### src/rtl/xadc_drp_writer_pkg.sv
// XADC DRP constants, init table and writer state encoding.
// Latency: n/a (declarations only).
// Backpressure: n/a.
package xadc_pkg;

    // DRP register addresses used by the writer and its integrators
    localparam logic [6:0] REG_CFG0      = 7'h40;
    localparam logic [6:0] REG_CFG1      = 7'h41;
    localparam logic [6:0] REG_CFG2      = 7'h42;
    localparam logic [6:0] REG_SEQ_CHSEL = 7'h49;
    localparam logic [6:0] REG_UA        = 7'h1C;
    localparam logic [6:0] REG_UB        = 7'h1D;

    typedef struct packed {
        logic [6:0]  addr;
        logic [15:0] data;
    } drp_entry_t;

    localparam int INIT_LEN = 4;

    // Sequencer mode (CFG1) goes last so channel selection is in place before
    // continuous conversion starts.
    localparam drp_entry_t [0:INIT_LEN-1] INIT_TABLE = '{
        '{addr: REG_CFG0,      data: 16'h0000},
        '{addr: REG_CFG2,      data: 16'h0400},
        '{addr: REG_SEQ_CHSEL, data: 16'h0030},
        '{addr: REG_CFG1,      data: 16'h2000}
    };

    typedef enum logic [2:0] {
        INIT_WR,
        INIT_WAIT,
        VFY_RD,
        VFY_WAIT,
        IDLE,
        RT_WR,
        RT_WAIT,
        ERROR
    } state_t;

endpackage

### src/rtl/xadc_drp_writer_if.sv
// Bundles the DRP port and the runtime write request/status of the writer.
// Latency: n/a (wiring only).
// Backpressure: wr_req is a level held until wr_ack; DRP completes on drdy.
interface xadc_drp_writer_if;
    logic [6:0]  drp_daddr;
    logic        drp_den;
    logic        drp_dwe;
    logic [15:0] drp_di;
    logic [15:0] drp_do;
    logic        drp_drdy;

    logic        wr_req;
    logic [6:0]  wr_addr;
    logic [15:0] wr_data;
    logic        wr_ack;

    logic        init_done;
    logic        error;
    logic        busy;

    modport master (
        output drp_daddr, drp_den, drp_dwe, drp_di,
        output wr_ack, init_done, error, busy,
        input  drp_do, drp_drdy,
        input  wr_req, wr_addr, wr_data
    );

    modport slave (
        input  drp_daddr, drp_den, drp_dwe, drp_di,
        input  wr_ack, init_done, error, busy,
        output drp_do, drp_drdy,
        output wr_req, wr_addr, wr_data
    );
endinterface

### src/rtl/xadc_drp_writer_drp_timeout.sv
// Countdown watchdog for one DRP transaction; i_clr reloads, o_expired at zero.
// Latency: o_expired is high CYCLES-1 cycles after the cycle following i_clr.
// Backpressure: none; counter holds at zero until cleared again.
module drp_timeout #(
    parameter int CYCLES = 64
) (
    input  logic i_clk,
    input  logic i_rst,
    input  logic i_clr,
    output logic o_expired
);
    localparam int CNT_W = $clog2(CYCLES + 1);

    logic [CNT_W-1:0] r_cnt;

    // Reload on each den, then count down and stick at zero
    always_ff @(posedge i_clk) begin
        if (i_rst) begin
            r_cnt <= '0;
        end else if (i_clr) begin
            r_cnt <= CNT_W'(CYCLES - 1);
        end else if (r_cnt != '0) begin
            r_cnt <= r_cnt - CNT_W'(1);
        end
    end

    assign o_expired = (r_cnt == '0);
endmodule

### src/rtl/xadc_drp_writer.sv
// Writes the XADC init table over DRP after reset (optionally verifying), then serves runtime writes.
// Latency: den one cycle after entering a *_WR state; wr_ack one cycle after drdy.
// Backpressure: one DRP transaction outstanding; wr_req held until wr_ack; timeout/mismatch locks in ERROR.
import xadc_pkg::*;

module xadc_drp_writer #(
    parameter int NUM_INIT       = 4,
    parameter int TIMEOUT_CYCLES = 64,
    parameter int VERIFY         = 1
) (
    input  logic               clk,
    input  logic               reset,
    xadc_drp_writer_if.master  bus
);
    localparam int IDX_W = $clog2(INIT_LEN);

    state_t          r_state, w_state_nxt;
    logic [IDX_W-1:0] r_idx, w_idx_nxt;
    logic [6:0]      r_daddr, w_daddr_nxt;
    logic [15:0]     r_di, w_di_nxt;
    logic            r_den, w_den_nxt;
    logic            r_dwe, w_dwe_nxt;
    logic            r_wr_ack, w_wr_ack_nxt;
    logic            r_init_done, w_init_done_nxt;
    logic            r_error, w_error_nxt;
    logic            r_busy, w_busy_nxt;
    logic [6:0]      r_wr_addr, w_wr_addr_nxt;
    logic [15:0]     r_wr_data, w_wr_data_nxt;

    drp_entry_t      w_entry;
    logic            w_last;
    logic            w_expired;

    drp_timeout #(
        .CYCLES (TIMEOUT_CYCLES)
    ) u_timeout (
        .i_clk     (clk),
        .i_rst     (reset),
        .i_clr     (w_den_nxt),
        .o_expired (w_expired)
    );

    assign w_entry = INIT_TABLE[r_idx];
    assign w_last  = (r_idx == IDX_W'(NUM_INIT - 1));

    // Next-state and next-output decode; DRP outputs are registered so they
    // stay put from the den cycle until drdy is taken.
    always_comb begin
        w_state_nxt     = r_state;
        w_idx_nxt       = r_idx;
        w_daddr_nxt     = r_daddr;
        w_di_nxt        = r_di;
        w_den_nxt       = 1'b0;
        w_dwe_nxt       = 1'b0;
        w_wr_ack_nxt    = 1'b0;
        w_init_done_nxt = r_init_done;
        w_wr_addr_nxt   = r_wr_addr;
        w_wr_data_nxt   = r_wr_data;

        case (r_state)
            INIT_WR: begin
                w_daddr_nxt = w_entry.addr;
                w_di_nxt    = w_entry.data;
                w_den_nxt   = 1'b1;
                w_dwe_nxt   = 1'b1;
                w_state_nxt = INIT_WAIT;
            end
            INIT_WAIT: begin
                if (bus.drp_drdy) begin
                    if (VERIFY != 0) begin
                        w_state_nxt = VFY_RD;
                    end else if (w_last) begin
                        w_state_nxt     = IDLE;
                        w_init_done_nxt = 1'b1;
                    end else begin
                        w_idx_nxt   = r_idx + IDX_W'(1);
                        w_state_nxt = INIT_WR;
                    end
                end else if (w_expired) begin
                    w_state_nxt = ERROR;
                end
            end
            VFY_RD: begin
                // address register still holds the entry just written
                w_den_nxt   = 1'b1;
                w_state_nxt = VFY_WAIT;
            end
            VFY_WAIT: begin
                if (bus.drp_drdy) begin
                    if (bus.drp_do != w_entry.data) begin
                        w_state_nxt = ERROR;
                    end else if (w_last) begin
                        w_state_nxt     = IDLE;
                        w_init_done_nxt = 1'b1;
                    end else begin
                        w_idx_nxt   = r_idx + IDX_W'(1);
                        w_state_nxt = INIT_WR;
                    end
                end else if (w_expired) begin
                    w_state_nxt = ERROR;
                end
            end
            IDLE: begin
                // the ack cycle itself still sees the old request level
                if (bus.wr_req && !r_wr_ack) begin
                    w_wr_addr_nxt = bus.wr_addr;
                    w_wr_data_nxt = bus.wr_data;
                    w_state_nxt   = RT_WR;
                end
            end
            RT_WR: begin
                w_daddr_nxt = r_wr_addr;
                w_di_nxt    = r_wr_data;
                w_den_nxt   = 1'b1;
                w_dwe_nxt   = 1'b1;
                w_state_nxt = RT_WAIT;
            end
            RT_WAIT: begin
                if (bus.drp_drdy) begin
                    w_wr_ack_nxt = 1'b1;
                    w_state_nxt  = IDLE;
                end else if (w_expired) begin
                    w_state_nxt = ERROR;
                end
            end
            ERROR: begin
                w_state_nxt = ERROR;
            end
            default: begin
                w_state_nxt = ERROR;
            end
        endcase

        w_busy_nxt  = !((w_state_nxt == IDLE) || (w_state_nxt == ERROR));
        w_error_nxt = r_error || (w_state_nxt == ERROR);
    end

    // State and registered outputs
    always_ff @(posedge clk) begin
        if (reset) begin
            r_state     <= INIT_WR;
            r_idx       <= '0;
            r_daddr     <= '0;
            r_di        <= '0;
            r_den       <= 1'b0;
            r_dwe       <= 1'b0;
            r_wr_ack    <= 1'b0;
            r_init_done <= 1'b0;
            r_error     <= 1'b0;
            r_busy      <= 1'b1;
            r_wr_addr   <= '0;
            r_wr_data   <= '0;
        end else begin
            r_state     <= w_state_nxt;
            r_idx       <= w_idx_nxt;
            r_daddr     <= w_daddr_nxt;
            r_di        <= w_di_nxt;
            r_den       <= w_den_nxt;
            r_dwe       <= w_dwe_nxt;
            r_wr_ack    <= w_wr_ack_nxt;
            r_init_done <= w_init_done_nxt;
            r_error     <= w_error_nxt;
            r_busy      <= w_busy_nxt;
            r_wr_addr   <= w_wr_addr_nxt;
            r_wr_data   <= w_wr_data_nxt;
        end
    end

    assign bus.drp_daddr = r_daddr;
    assign bus.drp_di    = r_di;
    assign bus.drp_den   = r_den;
    assign bus.drp_dwe   = r_dwe;
    assign bus.wr_ack    = r_wr_ack;
    assign bus.init_done = r_init_done;
    assign bus.error     = r_error;
    assign bus.busy      = r_busy;
endmodule

### src/flat_wrapper.sv
// flat-port wrapper written by rule: the top's interface ports become plain ports
module xadc_drp_writer_flat 
#(
    parameter int NUM_INIT       = 4,
    parameter int TIMEOUT_CYCLES = 64,
    parameter int VERIFY         = 1
)
  (clk, reset, bus_drp_daddr, bus_drp_den, bus_drp_dwe, bus_drp_di, bus_wr_ack, bus_init_done, bus_error, bus_busy, bus_drp_do, bus_drp_drdy, bus_wr_req, bus_wr_addr, bus_wr_data);
  xadc_drp_writer_if bus_i ();
  input  logic clk;
  input  logic reset;
  output wire logic [$bits(bus_i.drp_daddr)-1:0] bus_drp_daddr;
  output wire logic [$bits(bus_i.drp_den)-1:0] bus_drp_den;
  output wire logic [$bits(bus_i.drp_dwe)-1:0] bus_drp_dwe;
  output wire logic [$bits(bus_i.drp_di)-1:0] bus_drp_di;
  output wire logic [$bits(bus_i.wr_ack)-1:0] bus_wr_ack;
  output wire logic [$bits(bus_i.init_done)-1:0] bus_init_done;
  output wire logic [$bits(bus_i.error)-1:0] bus_error;
  output wire logic [$bits(bus_i.busy)-1:0] bus_busy;
  input wire logic [$bits(bus_i.drp_do)-1:0] bus_drp_do;
  input wire logic [$bits(bus_i.drp_drdy)-1:0] bus_drp_drdy;
  input wire logic [$bits(bus_i.wr_req)-1:0] bus_wr_req;
  input wire logic [$bits(bus_i.wr_addr)-1:0] bus_wr_addr;
  input wire logic [$bits(bus_i.wr_data)-1:0] bus_wr_data;
  assign bus_drp_daddr = bus_i.drp_daddr;
  assign bus_drp_den = bus_i.drp_den;
  assign bus_drp_dwe = bus_i.drp_dwe;
  assign bus_drp_di = bus_i.drp_di;
  assign bus_wr_ack = bus_i.wr_ack;
  assign bus_init_done = bus_i.init_done;
  assign bus_error = bus_i.error;
  assign bus_busy = bus_i.busy;
  assign bus_i.drp_do = bus_drp_do;
  assign bus_i.drp_drdy = bus_drp_drdy;
  assign bus_i.wr_req = bus_wr_req;
  assign bus_i.wr_addr = bus_wr_addr;
  assign bus_i.wr_data = bus_wr_data;
  xadc_drp_writer #(.NUM_INIT(NUM_INIT), .TIMEOUT_CYCLES(TIMEOUT_CYCLES), .VERIFY(VERIFY)) u_core (.clk(clk), .reset(reset), .bus(bus_i));
endmodule
### config.mk
export PLATFORM = sky130hd
export DESIGN_NAME = xadc_drp_writer_flat
export DESIGN_NICKNAME = d
export VERILOG_FILES = /design/src/rtl/xadc_drp_writer_pkg.sv /design/src/rtl/xadc_drp_writer_if.sv /design/src/rtl/xadc_drp_writer_drp_timeout.sv /design/src/rtl/xadc_drp_writer.sv /design/src/flat_wrapper.sv
export SDC_FILE = /design/constraint.sdc
export NUM_CORES = 1
export LEC_CHECK = 0
export CAP_MARGIN = 0
export CORE_ASPECT_RATIO = 1.75
export CORE_MARGIN = 2
export CORE_UTILIZATION = 40
export DETAILED_ROUTE_END_ITERATION = 12
export GPL_TIMING_DRIVEN = 0
export HOLD_SLACK_MARGIN = 0.02
export PLACE_DENSITY = 0.69
export SYNTH_ARGS = -nofsm -noshare
export SYNTH_HDL_FRONTEND = slang
export SYNTH_HIERARCHICAL = 1
export SYNTH_SLANG_ARGS = --single-unit
### constraint.sdc
create_clock -name clk -period 5.5 [get_ports clk]
set_clock_uncertainty 0.2 [all_clocks]
set_input_delay 0.55 -clock clk [delete_from_list [all_inputs] [get_ports clk]]
set_output_delay 0.55 -clock clk [all_outputs]
set_load 0.1 [all_outputs]
# Word level (Yosys, flattened, before mapping)
# Index checks and enable logic that the tools add are counted.
# word_totals
wordCells	67
register_bits	64
out_inout_bits	29
input_bits	43
# op_classes
reduce_logical	17
n_eq_ne	11
addsub	2
muxes	18
magnitude_cmp	1
bitwise_logic	4
# op_table
cell	n
23-bit binary-select mux with 2-bit select	1
23-bit 2-to-1 mux	2
16-bit case mux with 2 select lines	1
3-bit case mux with 8 select lines	1
3-bit 2-to-1 mux	7
3-bit == test (second input constant)	6
16-bit != test	1
7-bit case mux with 2 select lines	1
6-bit 2-to-1 mux	2
4-bit AND reduction	2
7-bit logical NOT	1
7-bit nonzero test	1
7-bit by 1-bit subtractor with 7-bit output (second input constant)	1
3-bit by 2-bit == test with 1-bit output (second input constant)	2
2-bit OR reduction	3
2-bit nonzero test	2
3-bit by 1-bit == test with 1-bit output (second input constant)	1
3-bit greater-or-equal comparator (second input constant)	1
3-bit logical NOT	1
1-bit 2-to-1 mux	3
1-bit inverter	3
2-bit inverter with 3-bit output	1
3-bit OR reduction	1
2-bit by 1-bit adder with 2-bit output (second input constant)	1
5 further kinds	7

# Longest topological paths before layout
# Gate-level depths: netlist of the first run.
# logic_depth
depth_word	11
depth_mapped	11
mapped_depth_nobuf	10

# By module
# The synthesis of the first run kept the hierarchy.
# by_module_without_submodules
module	n_inst	area_per_inst_um2	seq_area_each_um2	cells_per_inst
xadc_drp_writer	1	2188.3	1141.1	260
drp_timeout	1	389.1	140.1	45

# Least setup slack after synthesis of the first run
# No wires, ideal clock.
# synth_timing
path_type	register to register
start	reg u_core.r_idx[0]
end	reg u_core.r_error (netlist: u_core/bus.error)
period_less_slack_ns	2.526
n_path_buf	0
stages_incl_launch_ff	8
setup_ns	0.118
slack_ns	2.974
t_required_ns	5.182
arrival_ns	2.207
path_cell_list	dfxtp_1 -> inv_1 -> ha_1 -> or3_2 -> a211oi_2 -> nand4_2 -> a2111o_1 -> a32o_2
# synth_between
elab_chain_cells	10
elab_cells_between_ends	12
cone_classes	3 x eq/ne; 7 x mux; 1 x bitwise; 1 x reduce/logical
# synth_lines
element	line	rtl
start: declaration	xadc_drp_writer.sv:18	logic [IDX_W-1:0] r_idx, w_idx_nxt;
start signal: assignment	xadc_drp_writer.sv:155	r_idx <= w_idx_nxt;
2-bit inverter with 3-bit output (not written as such)	xadc_drp_writer.sv:43	assign w_entry = INIT_TABLE[r_idx];
23-bit binary-select mux with 2-bit select	xadc_drp_writer.sv:43	
23-bit 2-to-1 mux (not written as such) (2 in series)	xadc_drp_writer.sv:43	
16-bit != test	xadc_drp_writer.sv:90	if (bus.drp_do != w_entry.data) begin
3-bit 2-to-1 mux (*)	xadc_drp_writer.sv:90	
3-bit 2-to-1 mux (*)	xadc_drp_writer.sv:89	if (bus.drp_drdy) begin
3-bit case mux with 8 select lines (*)	xadc_drp_writer.sv:60	case (r_state)
3-bit == test (*)	xadc_drp_writer.sv:135	w_error_nxt = r_error || (w_state_nxt == ERROR);
1-bit logical OR (*)	xadc_drp_writer.sv:135	
end signal: assignment	xadc_drp_writer.sv:162	r_error <= w_error_nxt;
end: declaration	xadc_drp_writer.sv:25	logic r_error, w_error_nxt;
# Every way passes the cells marked *; elsewhere a longest branch is shown, timed or not. The select of a mux whose other input is x is not followed.
# A chain may end at the register's enable or synchronous reset.

# Final worst setup path of the first run
# Ends and elaborated chain as after synthesis.

==> run summary, run 1 <==
Outcome -> finished clean
Post-CTS Setup Repair Bufs -> 0
I/O pin count -> 72
Endpoints failing hold -> 0
GR Overflow Total -> 0
Post-synth EDFFs -> 0
Fin crit period -> 2.70 ns
Yosys warnings -> 6
Area grow syn2layout -> 38.5%
# hold bufs at CTS -> 0
Max Fanout on Critical Path -> 4
Netlist cell types -> 43
Vias in the first global route -> 2298
Layout cells sized above 1 -> 6.39%
Ys flop type -> dfxtp_1
F_max -> 0.371 GHz
Row cnt -> 38
Reg2reg end -> u_core/bus.error
Worst slew margin -> 32.4%
Number of max-cap violations -> 0
Die area -> 0.00713 mm²
Worst R2R Start -> u_core/r_idx[0]
Slew Limit Fails -> 0
Mapped Area -> 0.00258 mm²
DR pass1 iterations -> 4
Vias -> 2398
Syn Area/Cell -> 8.45 µm²
Finished Cell Area -> 0.00357 mm²
Asr flop ratio synth -> 0%
Startpoint Class -> flop
Reg2Reg Depth -> 7
Cts repair resizes -> 0
CTS buffer count -> 9
Clock Tree Buf Depth -> 2
# clock sinks -> 64
Largest net degree at the start of global routing -> 12
Worst VDD drop -> 0.000179 V
Power density over the cells -> 270 mW/mm²
Remaining DRCs -> 0
Register area -> 0.00128 mm²
Gate Count Post-Synth -> 305
WL/cell -> 13.9 µm
Ant diodes -> 0
Worst path arrival time -> 2.72 ns
Die height -> 110 µm
Seq/Total Area, Yosys -> 49.7%
WHS Path Cells -> 2
Post-route ant nets -> 0
Synth Net Count -> 353
Starting Density -> 41.4%
Core ar. -> 0.00623 mm²
IO buf count -> 71
Worst EP required -> 5.53 ns
R2R Setup Slk -> 2.80 ns
Dpl hpwl -> 4.90 mm
Slew @ Worst Pin -> 1.01 ns
Unrepaired setup endpoints after global routing -> no
Yosys reg bits -> 64
Hold EP -> u_core/r_wr_data[7]
Most common cell after layout, fill and taps aside -> clkdlybuf4s50_1
Crit Path Category -> reg2reg
Final WL -> 6.55 mm
Hold path startpoint -> u_core/r_wr_data[7]
Placed Area -> 0.00339 mm²
Leakage -> 0.00123 µW
CTS root buf -> clkbuf_8
Nets -> 435
Worst hold-check path type -> reg2reg
Area of the multi-input gates -> 0.00118 mm²
Crit end category -> flop
Horiz. Die Dim -> 64.7 µm
Post-route setup TNS -> 0 ns
Antenna violations before repair -> 0
Final Wtd Congestion -> 0.796
CTS tree -> yes
Vias/cell -> 5.09
Final setup fails -> 0
First-pass GRT wire length -> 10.5 mm
Final cycle utilization of the critical path -> 49.0%
Commonest cells after routing, fill and taps aside -> clkdlybuf4s50_1 (71), nand2_1 (67), dfxtp_1 (64), nor2_1 (28), a21oi_1 (28)
H-Tree Depth -> 3
All-layer global routing usage -> 19.4%
WHS -> 0.256 ns
Initial drt markers -> 64
Worst-path clk slew -> 0.07 ns
Clock latency at the later pin of the worst-skew pair -> 0.34 ns
Fillcell total -> 587
## registers in the layout, summed over array words and instances, names as in the netlist
signal	flops
u_core/bus.drp_di	16
u_core/r_wr_data	16
u_core/bus.drp_daddr	7
u_core/r_wr_addr	7
u_core/u_timeout/r_cnt	7
u_core/r_state	3
u_core/r_idx	2
u_core/bus.busy	1
u_core/bus.drp_den	1
u_core/bus.drp_dwe	1
u_core/bus.error	1
u_core/bus.init_done	1
u_core/bus.wr_ack	1
## metal layers
metal | track usage, % | share of wire (%) | vias to the layer above
li1 | - | - | 1213
met1 | 20.2 | 38 | 1116
met2 | 36.2 | 55 | 62
met3 | 6.40 | 5.3 | 7
met4 | 6.38 | 0.96 | 0
met5 | 0 | 0 | -
## area by class of cell
cell class                 instances  area share, %
buffer                            22           2.35
tap                               80           2.80
multi-input combinational        211           33.1
timing repair buffer              71           19.9
sequential                        64           35.9
clock buffer                      11           4.24
inverter                           8          0.841
clock inverter                     4          0.841
## cell usage after synthesis (4+ instances only)
cell | instances | area share, %
a21oi_1 | 28 | 5.4
a22oi_1 | 17 | 5.0
a31oi_1 | 9 | 2.2
clkbuf_1 | 19 | 2.8
dfxtp_1 | 64 | 50
ha_1 | 5 | 2.4
inv_1 | 8 | 1.2
nand2_1 | 67 | 9.8
nor2_1 | 28 | 4.1
nor3_1 | 4 | 0.78
nor4_1 | 6 | 1.5
## power by group
group / switching [µW] / leakage (µW) / internal, µW
Sequential: 8.17 / 0.000519 / 473
Combinational: 67.7 / 0.000624 / 51.6
Clock: 177 / 0.0000914 / 186
Total: 253 / 0.00123 / 711
## worst max-delay path: stages (launching register included)
cell and delay (ns):
dfxtp_1 0.40, inv_1 0.07, ha_1 0.23, or3_2 0.49, a211oi_2 0.25, nand4_2 0.20, a2111o_1 0.47, a32o_2 0.28
## worst max path at each step
stage | from | to | cells past startpoint
floorplan | u_core/r_idx[0] | u_core/bus.error | 7
global placement | bus_drp_do[11] | u_core/bus.error | 6
detailed placement | bus_drp_do[11] | u_core/bus.error | 6
CTS | u_core/r_idx[0] | u_core/bus.error | 7
global route | u_core/u_timeout/r_cnt[0] | u_core/bus.error | 11
finish | u_core/r_idx[0] | u_core/bus.error | 7
## per-stage QoR
step / util, % / setup slack, ns / power [µW] / instances
5_1_grt: 57.3 / 2.63 / 1010 / 471
4_1_cts: 57.3 / 2.79 / 975 / 471
3_5_place_dp: 54.4 / 2.50 / 610 / 456
2_1_floorplan: - / 2.97 / 557 / 305
6_report: 57.3 / 2.80 / 964 / 471
3_3_place_gp: 54.4 / 2.52 / 608 / 456
## cells by family after synthesis
group                      after synthesis  synth area share [%]
xor gates and xnor gates                 4                  1.36
adders and majority gates                5                  2.43
buffers and inverters                   30                  4.42
and+or+nand+nor                        131                  23.9
AOI/OAI and AO/OA                       71                  18.2
DFF                                     64                  49.7
No activity file was read; power rests on OpenSTA's default activity.
==> run 2: changes to the inputs <==
clock period = 2.6 ns   (was 5.5 ns; I/O delays follow)
==> run summary, run 2 (synthesized netlist as in run 1, its figures left out) <==
Outcome -> finished clean
IO buf count -> 71
Antenna violations before repair -> 0
Nets -> 436
Final Wtd Congestion -> 0.796
Switching share of power -> 26.2%
Register area -> 0.00128 mm²
DR pass1 iterations -> 4
Slew @ Worst Pin -> 1.01 ns
Worst setup margin -> 0.101 ns
Cell-internal power -> 1500 µW
Slew Limit Fails -> 0
Initial drt markers -> 75
Crit Path Category -> reg2reg
Vias in the first global route -> 2317
F_max -> 0.400 GHz
Number of max-cap violations -> 0
Unrepaired setup endpoints after global routing -> no
Post-route ant nets -> 0
WL/cell -> 14.0 µm
Slowest CP cell -> or3_2
Endpoints failing hold -> 0
Row cnt -> 38
Remaining DRCs -> 0
Final cycle utilization of the critical path -> 96.1%
Commonest cells after routing, fill and taps aside -> clkdlybuf4s50_1 (71), nand2_1 (67), dfxtp_1 (63), a21oi_1 (28), nor2_1 (27)
First-pass GRT wire length -> 10.6 mm
Combinational share of power -> 12.4%
Leakage -> 0.00124 µW
Placed insts -> 456
# clock sinks -> 64
Power density over the cells -> 568 mW/mm²
Starting Density -> 41.4%
CTS tree -> yes
Vias -> 2405
Worst EP required -> 2.63 ns
Final setup fails -> 0
Share of power burned in registers -> 49.9%
All-layer global routing usage -> 19.5%
CTS buffer count -> 9
Worst path arrival time -> 2.52 ns
Horiz. Die Dim -> 64.7 µm
Most common cell after layout, fill and taps aside -> clkdlybuf4s50_1
H-Tree Depth -> 3
Layout cells sized above 1 -> 7.91%
Area of the multi-input gates -> 0.00119 mm²
Slowest stage delay, CP -> 0.49 ns
I/O pin count -> 72
Worst slew margin -> 32.3%
Total power -> 2040 µW
Fin crit period -> 2.50 ns
# hold bufs at CTS -> 0
Final WL -> 6.59 mm
Dpl hpwl -> 4.90 mm
Clock latency at the later pin of the worst-skew pair -> 0.34 ns
Startpoint Class -> flop
Clk pwr share -> 37.7%
R2R Setup Slk -> 0.10 ns
Worst VDD drop -> 0.000378 V
Non-Filler Instances -> 472
Crit end category -> flop
Worst hold-check path type -> reg2reg
Critical path, cell by cell -> inv_1 -> ha_1 -> or3_2 -> a211oi_2 -> nand4_2 -> a2111o_1 -> a32o_2
Ant diodes -> 0
Max Fanout on Critical Path -> 3
Vias/cell -> 5.10
CTS root buf -> clkbuf_8
GR Overflow Total -> 0
Die height -> 110 µm
Area grow syn2layout -> 39.4%
Fillcell total -> 587
Net Switching -> 535 µW
Largest net degree at the start of global routing -> 12
Worst-path clk slew -> 0.07 ns
Clock Tree Buf Depth -> 2
Core ar. -> 0.00623 mm²
Die area -> 0.00713 mm²
Setup WS pre-CTS -> -0.110 ns
[run 2: cell count changes in the layout (fill, tap and decap cells not counted), sizes merged]
cell / delta
buf: +2
clkbuf: -1
[run 2: repair_timing]
item                       4_1_cts  5_1_grt
buffers inserted                 2        0
pin swaps                        3        3
setup endpoints to repair        3        6
resized for setup                1        3
[run 2: power groups by stage]
stage / registers (µW) / clock network (µW) / logic, µW
after floorplan: 1070 / 0 / 106
after global placement: 1040 / 0 / 249
after detailed placement: 1040 / 0 / 251
after CTS: 1020 / 793 / 252
after global routing: 1020 / 845 / 275
final: 1020 / 769 / 253
[run 2: final timing paths]
path                            start  cells after the start             endpoint
setup / recovery      u_core/r_idx[0]                      7     u_core/bus.error
hold / removal    u_core/r_wr_data[7]                      2  u_core/r_wr_data[7]
setup reg to reg      u_core/r_idx[0]                      7     u_core/bus.error
hold reg to reg   u_core/r_wr_data[7]                      2  u_core/r_wr_data[7]
[run 2: stage by stage]
stage	area (µm²)	util, %	TNS, ns	hold WS, ns
2_1_floorplan	2580	-	0	0.129
5_1_grt	3590	57.7	0	0.265
3_5_place_dp	3390	54.4	-0.231	0.247
6_report	3590	57.7	0	0.256
4_1_cts	3590	57.6	0	0.247
3_3_place_gp	3390	54.4	-0.168	0.243
[run 2: layer usage]
layer	global-route usage [%]	share of wire [%]	routed length (µm)	up-vias
li1	-	-	-	1220
met1	20.4	39	2550	1123
met2	36.3	55	3640	53
met3	6.40	4.7	311	9
met4	6.84	1.2	82	0
met5	0	0	0	-
[run 2: cell type report]
| cell class | count | share of cell area (%) |
|---|---|---|
| multi-input cells | 211 | 33.2 |
| flip-flops and latches | 64 | 35.7 |
| clock inverters | 4 | 0.836 |
| repair buffers | 73 | 20.2 |
| clock buffers | 11 | 4.21 |
| well taps | 80 | 2.79 |
| plain buffers | 21 | 2.23 |
| inverters | 8 | 0.836 |
[run 2: critical path, delay by kind of cell, from the launching register on]
family          cells  cell delay, ns
simple gates        2            0.65
flops               1            0.33
fa+ha+maj           1            0.23
buf+inv             1            0.04
compound gates      3            0.94
